[src/rtl/ad9361_pkg.sv]
// Shared widths, FSM state encoding and constants for the AD9361 TX burst scheduler.
package ad9361_pkg;

    localparam int DW_DEF = 12;
    localparam int TW_DEF = 32;
    localparam int LW_DEF = 16;

    typedef enum logic [1:0] {
        IDLE  = 2'd0,
        ARMED = 2'd1,
        RUN   = 2'd2
    } state_t;

    localparam logic [DW_DEF-1:0] ZERO_SAMPLE = '0;

endpackage

[src/rtl/ad9361_tx_timer.sv]
// Free-running sample-time counter: advances once per TX slot, time_set loads take priority.
module ad9361_tx_timer #(
    parameter int TW = 32
) (
    input  logic          clk_out,
    input  logic          rst,
    input  logic          tx_ce,
    input  logic          time_set,
    input  logic [TW-1:0] time_val,
    output logic [TW-1:0] time_now
);

    // NOTE: registered state uses non-blocking assignments so every flop samples pre-edge values.
    always_ff @(posedge clk_out or posedge rst) begin
        if (rst) begin
            time_now <= '0;
        end else if (time_set) begin
            time_now <= time_val;
        end else if (tx_ce) begin
            time_now <= time_now + TW'(1);
        end
    end

endmodule

[src/rtl/ad9361_tx_burst_sched.sv]
// Timed TX burst scheduler: holds one pending descriptor, arms it, and streams a
// valid/ready source into the registered tx_i/tx_q outputs at the scheduled sample time.
module ad9361_tx_burst_sched
    import ad9361_pkg::*;
#(
    parameter int DW = DW_DEF,
    parameter int TW = TW_DEF,
    parameter int LW = LW_DEF
) (
    input  logic          clk_out,
    input  logic          rst,
    input  logic          tx_ce,
    input  logic          enable,
    input  logic          time_set,
    input  logic [TW-1:0] time_val,
    output logic [TW-1:0] time_now,
    input  logic          desc_valid,
    output logic          desc_ready,
    input  logic [TW-1:0] desc_start,
    input  logic [LW-1:0] desc_len,
    input  logic          s_valid,
    output logic          s_ready,
    input  logic [DW-1:0] s_i,
    input  logic [DW-1:0] s_q,
    output logic [DW-1:0] tx_i,
    output logic [DW-1:0] tx_q,
    output logic          busy,
    output logic          late,
    output logic          underflow
);

    localparam logic [DW-1:0] ZERO = DW'(ZERO_SAMPLE);

    state_t               state;
    state_t               next_state;
    logic                 pend_full;
    logic [TW-1:0]        pend_start;
    logic [LW-1:0]        pend_len;
    logic [TW-1:0]        act_start;
    logic [LW-1:0]        rem;
    logic signed [TW-1:0] delta;
    logic                 slot;
    logic                 arm_hit;
    logic                 arm_late;
    logic                 run_slot;
    logic                 run_last;
    logic                 accept;
    logic                 load_act;

    ad9361_tx_timer #(.TW(TW)) u_timer (
        .clk_out  (clk_out),
        .rst      (rst),
        .tx_ce    (tx_ce),
        .time_set (time_set),
        .time_val (time_val),
        .time_now (time_now)
    );

    // Signed distance to the start time makes the compare wrap-safe across counter rollover.
    assign delta    = $signed(act_start - time_now);
    assign slot     = tx_ce & enable;
    assign arm_hit  = slot && (state == ARMED) && (delta == '0);
    assign arm_late = slot && (state == ARMED) && (delta < 0);
    // The ARMED slot whose compare hits zero is the first RUN slot and pops sample 0.
    assign run_slot = slot && ((state == RUN) || arm_hit);
    assign run_last = run_slot && (rem == LW'(1));

    assign desc_ready = ~pend_full & enable;
    assign accept     = desc_valid & desc_ready & (desc_len != '0);
    assign load_act   = enable & pend_full & ((state == IDLE) | run_last);
    assign s_ready    = run_slot;
    assign busy       = (state != IDLE);

    always_ff @(posedge clk_out or posedge rst) begin
        if (rst) begin
            state <= IDLE;
        end else begin
            state <= next_state;
        end
    end

    always_comb begin
        // NOTE: default first so every path assigns next_state and no latch is inferred.
        next_state = state;
        if (!enable) begin
            next_state = IDLE;
        end else begin
            case (state)
                IDLE: begin
                    if (pend_full) next_state = ARMED;
                end
                ARMED, RUN: begin
                    if (arm_late) begin
                        next_state = IDLE;
                    end else if (run_last) begin
                        next_state = pend_full ? ARMED : IDLE;
                    end else if (arm_hit) begin
                        next_state = RUN;
                    end
                end
                default: next_state = IDLE;
            endcase
        end
    end

    always_ff @(posedge clk_out or posedge rst) begin
        if (rst) begin
            pend_full  <= 1'b0;
            pend_start <= '0;
            pend_len   <= '0;
            act_start  <= '0;
            rem        <= '0;
            tx_i       <= ZERO;
            tx_q       <= ZERO;
            late       <= 1'b0;
            underflow  <= 1'b0;
        end else begin
            late      <= arm_late;
            underflow <= run_slot & ~s_valid;

            if (!enable) begin
                pend_full <= 1'b0;
            end else if (accept) begin
                pend_full  <= 1'b1;
                pend_start <= desc_start;
                pend_len   <= desc_len;
            end else if (load_act) begin
                pend_full <= 1'b0;
            end

            if (load_act) begin
                act_start <= pend_start;
                rem       <= pend_len;
            end else if (run_slot) begin
                rem <= rem - LW'(1);
            end

            // Outputs only move on slot cycles so they stay stable for the interface capture.
            if (!enable) begin
                tx_i <= ZERO;
                tx_q <= ZERO;
            end else if (tx_ce) begin
                tx_i <= (run_slot && s_valid) ? s_i : ZERO;
                tx_q <= (run_slot && s_valid) ? s_q : ZERO;
            end
        end
    end

endmodule
[config.mk]
export PLATFORM = sky130hd
export DESIGN_NAME = ad9361_tx_burst_sched
export DESIGN_NICKNAME = d
export VERILOG_FILES = /design/src/rtl/ad9361_pkg.sv /design/src/rtl/ad9361_tx_timer.sv /design/src/rtl/ad9361_tx_burst_sched.sv
export SDC_FILE = /design/constraint.sdc
export NUM_CORES = 1
export LEC_CHECK = 0
export CORE_UTILIZATION = 40
export CTS_BUF_LIST = sky130_fd_sc_hd__clkbuf_4
export CTS_CLUSTER_DIAMETER = 30
export DETAILED_ROUTE_END_ITERATION = 10
export SYNTH_ARGS = -nofsm -noshare
export SYNTH_HDL_FRONTEND = slang
export SYNTH_SLANG_ARGS = --single-unit
[constraint.sdc]
create_clock -name clk_out -period 13.2 [get_ports clk_out]
set_clock_uncertainty 0.05 [all_clocks]
set_input_delay 2.64 -clock clk_out [delete_from_list [all_inputs] [get_ports clk_out]]
set_output_delay 2.64 -clock clk_out [all_outputs]
set_load 0.02 [all_outputs]
# Word-level counts from Yosys, hierarchy flattened
# Index checks and enable logic that the tools add are counted.
[word_totals] ff_bits=157 latchBits=0 ram_bits=0 rom_bits=0 inputBits=111 out_inout_bits=61 wordCells=68 memories=0
[op_classes] add_sub_neg=3 n_mul=0 div_mod_pow=0 order_cmp=1 eq_ne=7 shifts=0 muxes=20 n_bitwise=10 reduce_logical=16
[op_table] op="$mux 12" count=6
[op_table] op="$mux 32" count=2
[op_table] op="$add 32x1->32 const B" count=1
[op_table] op="$logic_not 32->1" count=1
[op_table] op="$lt 32x1->1 const B" count=1
[op_table] op="$mux 16" count=2
[op_table] op="$sub 32x32->32" count=1
[op_table] op="$eq 16x1->1 const B" count=1
[op_table] op="$reduce_bool 16->1" count=1
[op_table] op="$sub 16x1->16 const B" count=1
[op_table] op="$mux 2" count=5
[op_table] op="$and 1x1->1" count=7
[op_table] op="$logic_and 1x1->1" count=6
[op_table] op="$reduce_bool 2->1" count=3
[op_table] op="$ne 5x5->1 const B" count=1
[op_table] op="$mux 1" count=4
[op_table] op="$pmux 2 s2" count=1
[op_table] op="$reduce_and 2->1" count=2
[op_table] op="$ne 3x1->1 const B" count=1
[op_table] op="$ne 3x3->1 const B" count=1
[op_table] op="$eq 2x1->1 const B" count=1
[op_table] op="$eq 2x2->1 const B" count=1
[op_table] op="$logic_not 2->1" count=1
[op_table] op="$ne 2x2->1 const B" count=1
[op_table] op="4 further kinds" count=5

# Logic depth before layout (Yosys ltp)
# Gate-level depths: netlist (run 1).
[depth] depth_word=11 mapped_depth=16 depth_no_buf=12

# Cells and area by module
# From an unflattened synthesis (run 1), not the netlist that was laid out.
[unflattened] hier_cells=986 area_unflattened_um2=9716.8
[by_module_without_submodules] mod="ad9361_tx_burst_sched" instances=1 cells_each=765 area_each_um2=7796.2 seq_area_each_um2=3128.0
[by_module_without_submodules] mod="ad9361_tx_timer" instances=1 cells_each=221 area_each_um2=1920.6 seq_area_each_um2=800.8

# Worst setup path before layout (run 1)
# No wires, ideal clock.
[synth_timing] path_kind="input -> output" startpoint="in tx_ce" endpoint="out s_ready" t_arrival_ns=4.991 required_time_ns=10.510 setup_slack_ns=5.519 cell_stages=12 path_buffers=3 cell_sequence="clkbuf_1 -> and3_1 -> o2111ai_1 -> nor4_1 -> nand4b_1 -> nor4_1 -> nand4_1 -> nor4b_4 -> a31oi_1 -> buf_2 -> clkbuf_1 -> nor2_1"
[synth_via] elab_chain_len=5
[synth_rtl] item="from (decl)" line_no="ad9361_tx_burst_sched.sv:12" rtl="input logic tx_ce,"
[synth_rtl] item="$and 1x1->1 *" line_no="ad9361_tx_burst_sched.sv:61" rtl="assign slot = tx_ce & enable;"
[synth_rtl] item="$logic_and 1x1->1 (2 in series)" line_no="ad9361_tx_burst_sched.sv:62" rtl="assign arm_hit = slot && (state == ARMED) && (delta == '0);"
[synth_rtl] item="$logic_or 1x1->1" line_no="ad9361_tx_burst_sched.sv:65" rtl="assign run_slot = slot && ((state == RUN) || arm_hit);"
[synth_rtl] item="$logic_and 1x1->1 *" line_no="ad9361_tx_burst_sched.sv:65"
[synth_rtl] item="to (decl)" line_no="ad9361_tx_burst_sched.sv:22" rtl="output logic s_ready,"
# Mark *: on every way between the ends. The rest lies on a longest branch, timed or not.

# Worst setup path in the final report (run 1)
# Ends and elaborated chain as after synthesis.

==> results of run 1 <==
-- synth_stat cells, types with 15 or more instances --
library cell	number
dfrtp_1	157
nand2_1	92
mux2_2	79
o21ai_0	69
a21oi_1	55
nor2_1	51
inv_1	47
ha_1	38
clkbuf_1	36
xnor2_1	34
nand3_1	29
a22o_1	26
nand4_1	22
nor3_1	20
nor4_1	15
-- logic make-up after synthesis --
family,count (synthesis),synth area share
simple gates,309,0.173
compound gates,273,0.192
flops,157,0.408
buf+inv,97,0.0429
mux,87,0.101
fa+ha+maj,38,0.0494
xor+xnor,37,0.0336
-- power groups by stage --
| stage | logic (uW) | registers [uW] | clock network, uW |
|---|---|---|---|
| after floorplan | 753 | 682 | 0 |
| after global placement | 1040 | 690 | 0 |
| after detailed placement | 1040 | 694 | 0 |
| after CTS | 1050 | 684 | 284 |
| after global routing | 1170 | 703 | 302 |
| final | 1060 | 684 | 272 |
-- path summary, 6_finish.rpt --
check / from / endpoint / slack (ps) / cells after the start
setup / recovery: tx_ce / s_ready / 4510 / 12
hold / removal: pend_start[23] / act_start[23] / 450 / 1
setup reg to reg: u_timer.time_now[5] / act_start[24] / 8070 / 12
max in group asynchronous: rst / act_start[9] / 9260 / 3
min in group asynchronous: rst / tx_i[5] / 2610 / 2
hold reg to reg: pend_start[23] / act_start[23] / 450 / 1
-- routing by layer --
layer	vias to the layer above	global-route usage	routed length, microns
met3	33	0.0407	1470
met5	-	0	0
met1	3963	0.332	13300
li1	4003	-	-
met4	0	0.0509	364
met2	235	0.334	11600
-- flip-flops by register name (all words and copies together) (netlist names) --
| signal | count |
|---|---|
| tx_i | 12 |
| u_timer.time_now | 32 |
| pend_len | 16 |
| late | 1 |
| state | 2 |
| underflow | 1 |
| tx_q | 12 |
| pend_start | 32 |
| pend_full | 1 |
| rem | 16 |
| act_start | 32 |
-- final cells by class --
type | instances | area share
Antenna cell | 1 | 0.000212
Clock buffer | 17 | 0.0108
Tap cell | 319 | 0.0338
Inverter | 47 | 0.0154
Timing Repair Buffer | 176 | 0.148
Sequential cell | 157 | 0.333
Multi-Input combinational cell | 744 | 0.449
Clock inverter | 14 | 0.00933
-- stage by stage --
step / util / instance area, sq um / std cells
2_1_floorplan: - / 9630 / 998
3_3_place_gp: 0.491 / 11600 / 1443
3_5_place_dp: 0.491 / 11600 / 1443
4_1_cts: 0.501 / 11800 / 1474
5_1_grt: 0.501 / 11800 / 1475
6_report: 0.501 / 11800 / 1475
==> metrics, run 1 <==
status finished clean; WL final 26700 microns; area share of the largest cell type after synthesis 0.408; DR DRC count 0; Skew-Pair Late Insertion Delay 580 ps; vias in the first global route 8154; max_cap viols 0; Post-Syn Area 0.00963 sq mm; most frequent cells in the layout clkdlybuf4s50_1, dfrtp_1, nand2_1; worst vdd ir 75.9 uV; crit path time final 8690 ps; EDFF count, synth 0; CTS tree done; Hold Slack 452 ps; Final #Nets 1292; Clock power frac 0.135; DR pass1 iterations 5; max incr delay on CP 750 ps; CP top delay family buffers and inverters; Die Width 157 microns; critical path arrival 6000 ps; Critical Path Sink Type primary output; critical path required time 10510 ps; unrepaired setup endpoints after global routing no; top cells by area, synth dfrtp_1, mux2_2, ha_1, nand2_1, o21ai_0; DR vias 8234; initial core utilization 0.409; WS Path Type in2out; CTS buffer count 17; combinational cell fraction of total power 0.526; iteration-0 DRC count of the detailed router 449; power density over the cells 171 mW/mm^2; initial antenna violation count 1; dominant cell type by area after synthesis dfrtp_1; clk buf depth 2; Pins Over Slew Limit 0; setup tns final 0 ps; Sequential Power Share 0.339; Syn Nets 1147; Pleak 0.00475 uW; clock-pin slew on the worst setup and hold paths 150 ps; slew margin rel. 0.272; Port Buffers 171; Seq/Total Area, Yosys 0.408; post-synthesis cell type count 85; total power 2020 uW; die area 0.0247 sq mm; GPL Wtd Cong 0.881; setup bufs post-CTS 0; FP Rows 56; async set-or-reset flop fraction in the synthesized netlist 1.00; grt ovf 0; Hold Violations, Final 0; crit-path max FO 20; ratio of cells with drive above 1 in the final layout 0.124; Pint 1110 uW; Post-DP HPWL 20000 microns; worst slack, placed 4530 ps; top_reg_cell synth dfrtp_1; Slowest-stage cell, CP clkdlybuf4s50_1; Syn Area/Cell 9.65 sq um; CP bufs+invs 3; Die H 157 microns; # H-tree levels 4; post-route clock period utilization 0.658; Root Driver clkbuf_4; HP Class reg2reg; commonest non-fill, non-tap cell in the layout clkdlybuf4s50_1; Startpoint Class input pin; Clock Sinks 157; pin count of the biggest net entering global routing 108; Multi-input gate area 0.00530 sq mm; Area Overhead vs Synth 22.4%; first-pass GRT wire length 43200 microns; boundary pin count 172; Sw Share 0.448; sw power 903 uW; Avg WL per Cell 18.1 microns; fillcell total 2340; DRT antenna net count 0; Seq cells post-synth 157; GR Util All Layers 0.223; Mapped Cells 998; Register Area 0.00393 sq mm; Peak Freq 115 MHz; PnR worst setup slack 4510 ps; cts hold-fix bufs 0; Slew @ Worst Pin 1080 ps; Final Setup Violations 0; Core Footprint 0.0235 sq mm; Ys Warns 0; CP Cell Sequence clkdlybuf4s50_1 > and3_1 > o2111ai_1 > nor4_1 > nand4b_1 > nor4_1 > nand4_1 > nor4b_4 > a31oi_1 > buf_4 > nor2_1 > clkdlybuf4s50_1; CTS resizes 0; DR vias/cell 5.58
(Power assumes the default switching activity.)
==> inputs of run 2 (changes only) <==
PLACE_DENSITY = 0.66   (was default)
clock period = 7.2 ns   (was 13.2 ns; I/O delays follow)
==> run 2 against run 1 <==
  * Worst hold slack improved by 11 ps
  * Sequential power rose by 84%
  * First-iteration DRC count increased by 37%
  * Largest power group unchanged
==> metrics, run 2 (synthesis gave the netlist of run 1 again) <==
Slew @ Worst Pin 1120 ps; most frequent cells in the layout clkdlybuf4s50_1, dfrtp_1, nand2_1; crit-path max FO 20; total power 3860 uW; ratio of cells with drive above 1 in the final layout 0.127; max_cap viols 0; Top Registers act_start (32), pend_start (32), u_timer.time_now (32); Pleak 0.00480 uW; setup tns final 0 ps; post-route clock period utilization 0.915; DR vias 8321; Avg WL per Cell 18.1 microns; setup bufs post-CTS 0; met1 wire length 13000 microns; Final Setup Violations 0; DR DRC count 0; Root Driver clkbuf_4; Die H 157 microns; DR pass1 iterations 5; Core Footprint 0.0235 sq mm; boundary pin count 172; Peak Freq 152 MHz; WS Path Type reg2out; WL final 26800 microns; Area Overhead vs Synth 23.5%; Met2 Routed Length 11600 microns; iteration-0 DRC count of the detailed router 615; HP Class reg2reg; power density over the cells 324 mW/mm^2; FP Rows 56; initial core utilization 0.409; first-pass GRT wire length 43300 microns; initial antenna violation count 1; crit path time final 6590 ps; Hold Slack 463 ps; Die Width 157 microns; pin count of the biggest net entering global routing 95; Pins Over Slew Limit 0; Port Buffers 171; CTS tree done; DR vias/cell 5.63; critical path required time 5710 ps; DRT antenna net count 0; unrepaired setup endpoints after global routing no; die area 0.0247 sq mm; worst vdd ir 150 uV; worst slack, placed 971 ps; clk buf depth 2; status finished clean; Critical Path Sink Type primary output; CTS resizes 0; final core utilization 0.505; GPL Wtd Cong 0.924; DR WL met3 1750 microns; top routing layer used met4; critical path arrival 5100 ps; Skew-Pair Late Insertion Delay 600 ps; Startpoint Class flop; GR Util All Layers 0.225; clock-pin slew on the worst setup and hold paths 160 ps; Hold Violations, Final 0; grt ovf 0; vias in the first global route 8025; Clock Sinks 157; PnR worst setup slack 612 ps; Final #Nets 1293; commonest non-fill, non-tap cell in the layout clkdlybuf4s50_1; Post-DP HPWL 20200 microns; cts hold-fix bufs 0; CTS buffer count 17; slew margin rel. 0.248; # H-tree levels 4
==> run 2: path summary, 6_finish.rpt <==
check	cells past startpoint	endpoint	start	slack, ps
max in group asynchronous	3	act_start[8]	rst	4410
hold / removal	1	act_start[29]	pend_start[29]	460
min in group asynchronous	2	tx_q[5]	rst	1310
hold reg to reg	1	act_start[29]	pend_start[29]	460
setup / recovery	12	s_ready	u_timer.time_now[6]	610
setup reg to reg	11	act_start[6]	u_timer.time_now[6]	2290
==> run 2: through the flow <==
stage,cells,cell area (sq um)
after CTS,1476,11900
after global routing,1477,11900
after global placement,1444,11600
after detailed placement,1444,11600
final,1477,11900
after floorplan,998,9630
==> run 2: where the power goes <==
| part | switching, uW | internal (uW) | leakage, uW |
|---|---|---|---|
| logic | 1160 | 802 | 0.00272 |
| registers | 160 | 1100 | 0.00191 |
| clock network | 379 | 260 | 0.000174 |
| total | 1690 | 2160 | 0.00480 |
==> run 2: layout make-up <==
| class | instances | area (sq um) |
|---|---|---|
| timing repair buffer | 177 | 1750 |
| sequential | 157 | 3930 |
| clock inverter | 14 | 201 |
| inverter | 47 | 181 |
| antenna | 1 | 2.50 |
| multi-input combinational | 744 | 5300 |
| tap | 319 | 399 |
| fill | 2251 | 11600 |
| clock buffer | 18 | 135 |
==> run 2: routing by layer <==
layer / track usage / up-vias
met5: 0 / -
met4: 0.0703 / 0
met3: 0.0441 / 35
met2: 0.334 / 271
met1: 0.327 / 4009
li1: - / 4006
==> run 2: worst max-delay path: stages, from the launching register on <==
cell	delay [ps]
dfrtp_1	490
inv_1	160
ha_1	550
nand4_1	310
o221ai_1	390
o21ai_0	230
a31o_2	270
a2111oi_0	430
and4_1	580
a31oi_1	140
buf_4	230
nor2_1	100
clkdlybuf4s50_1	610
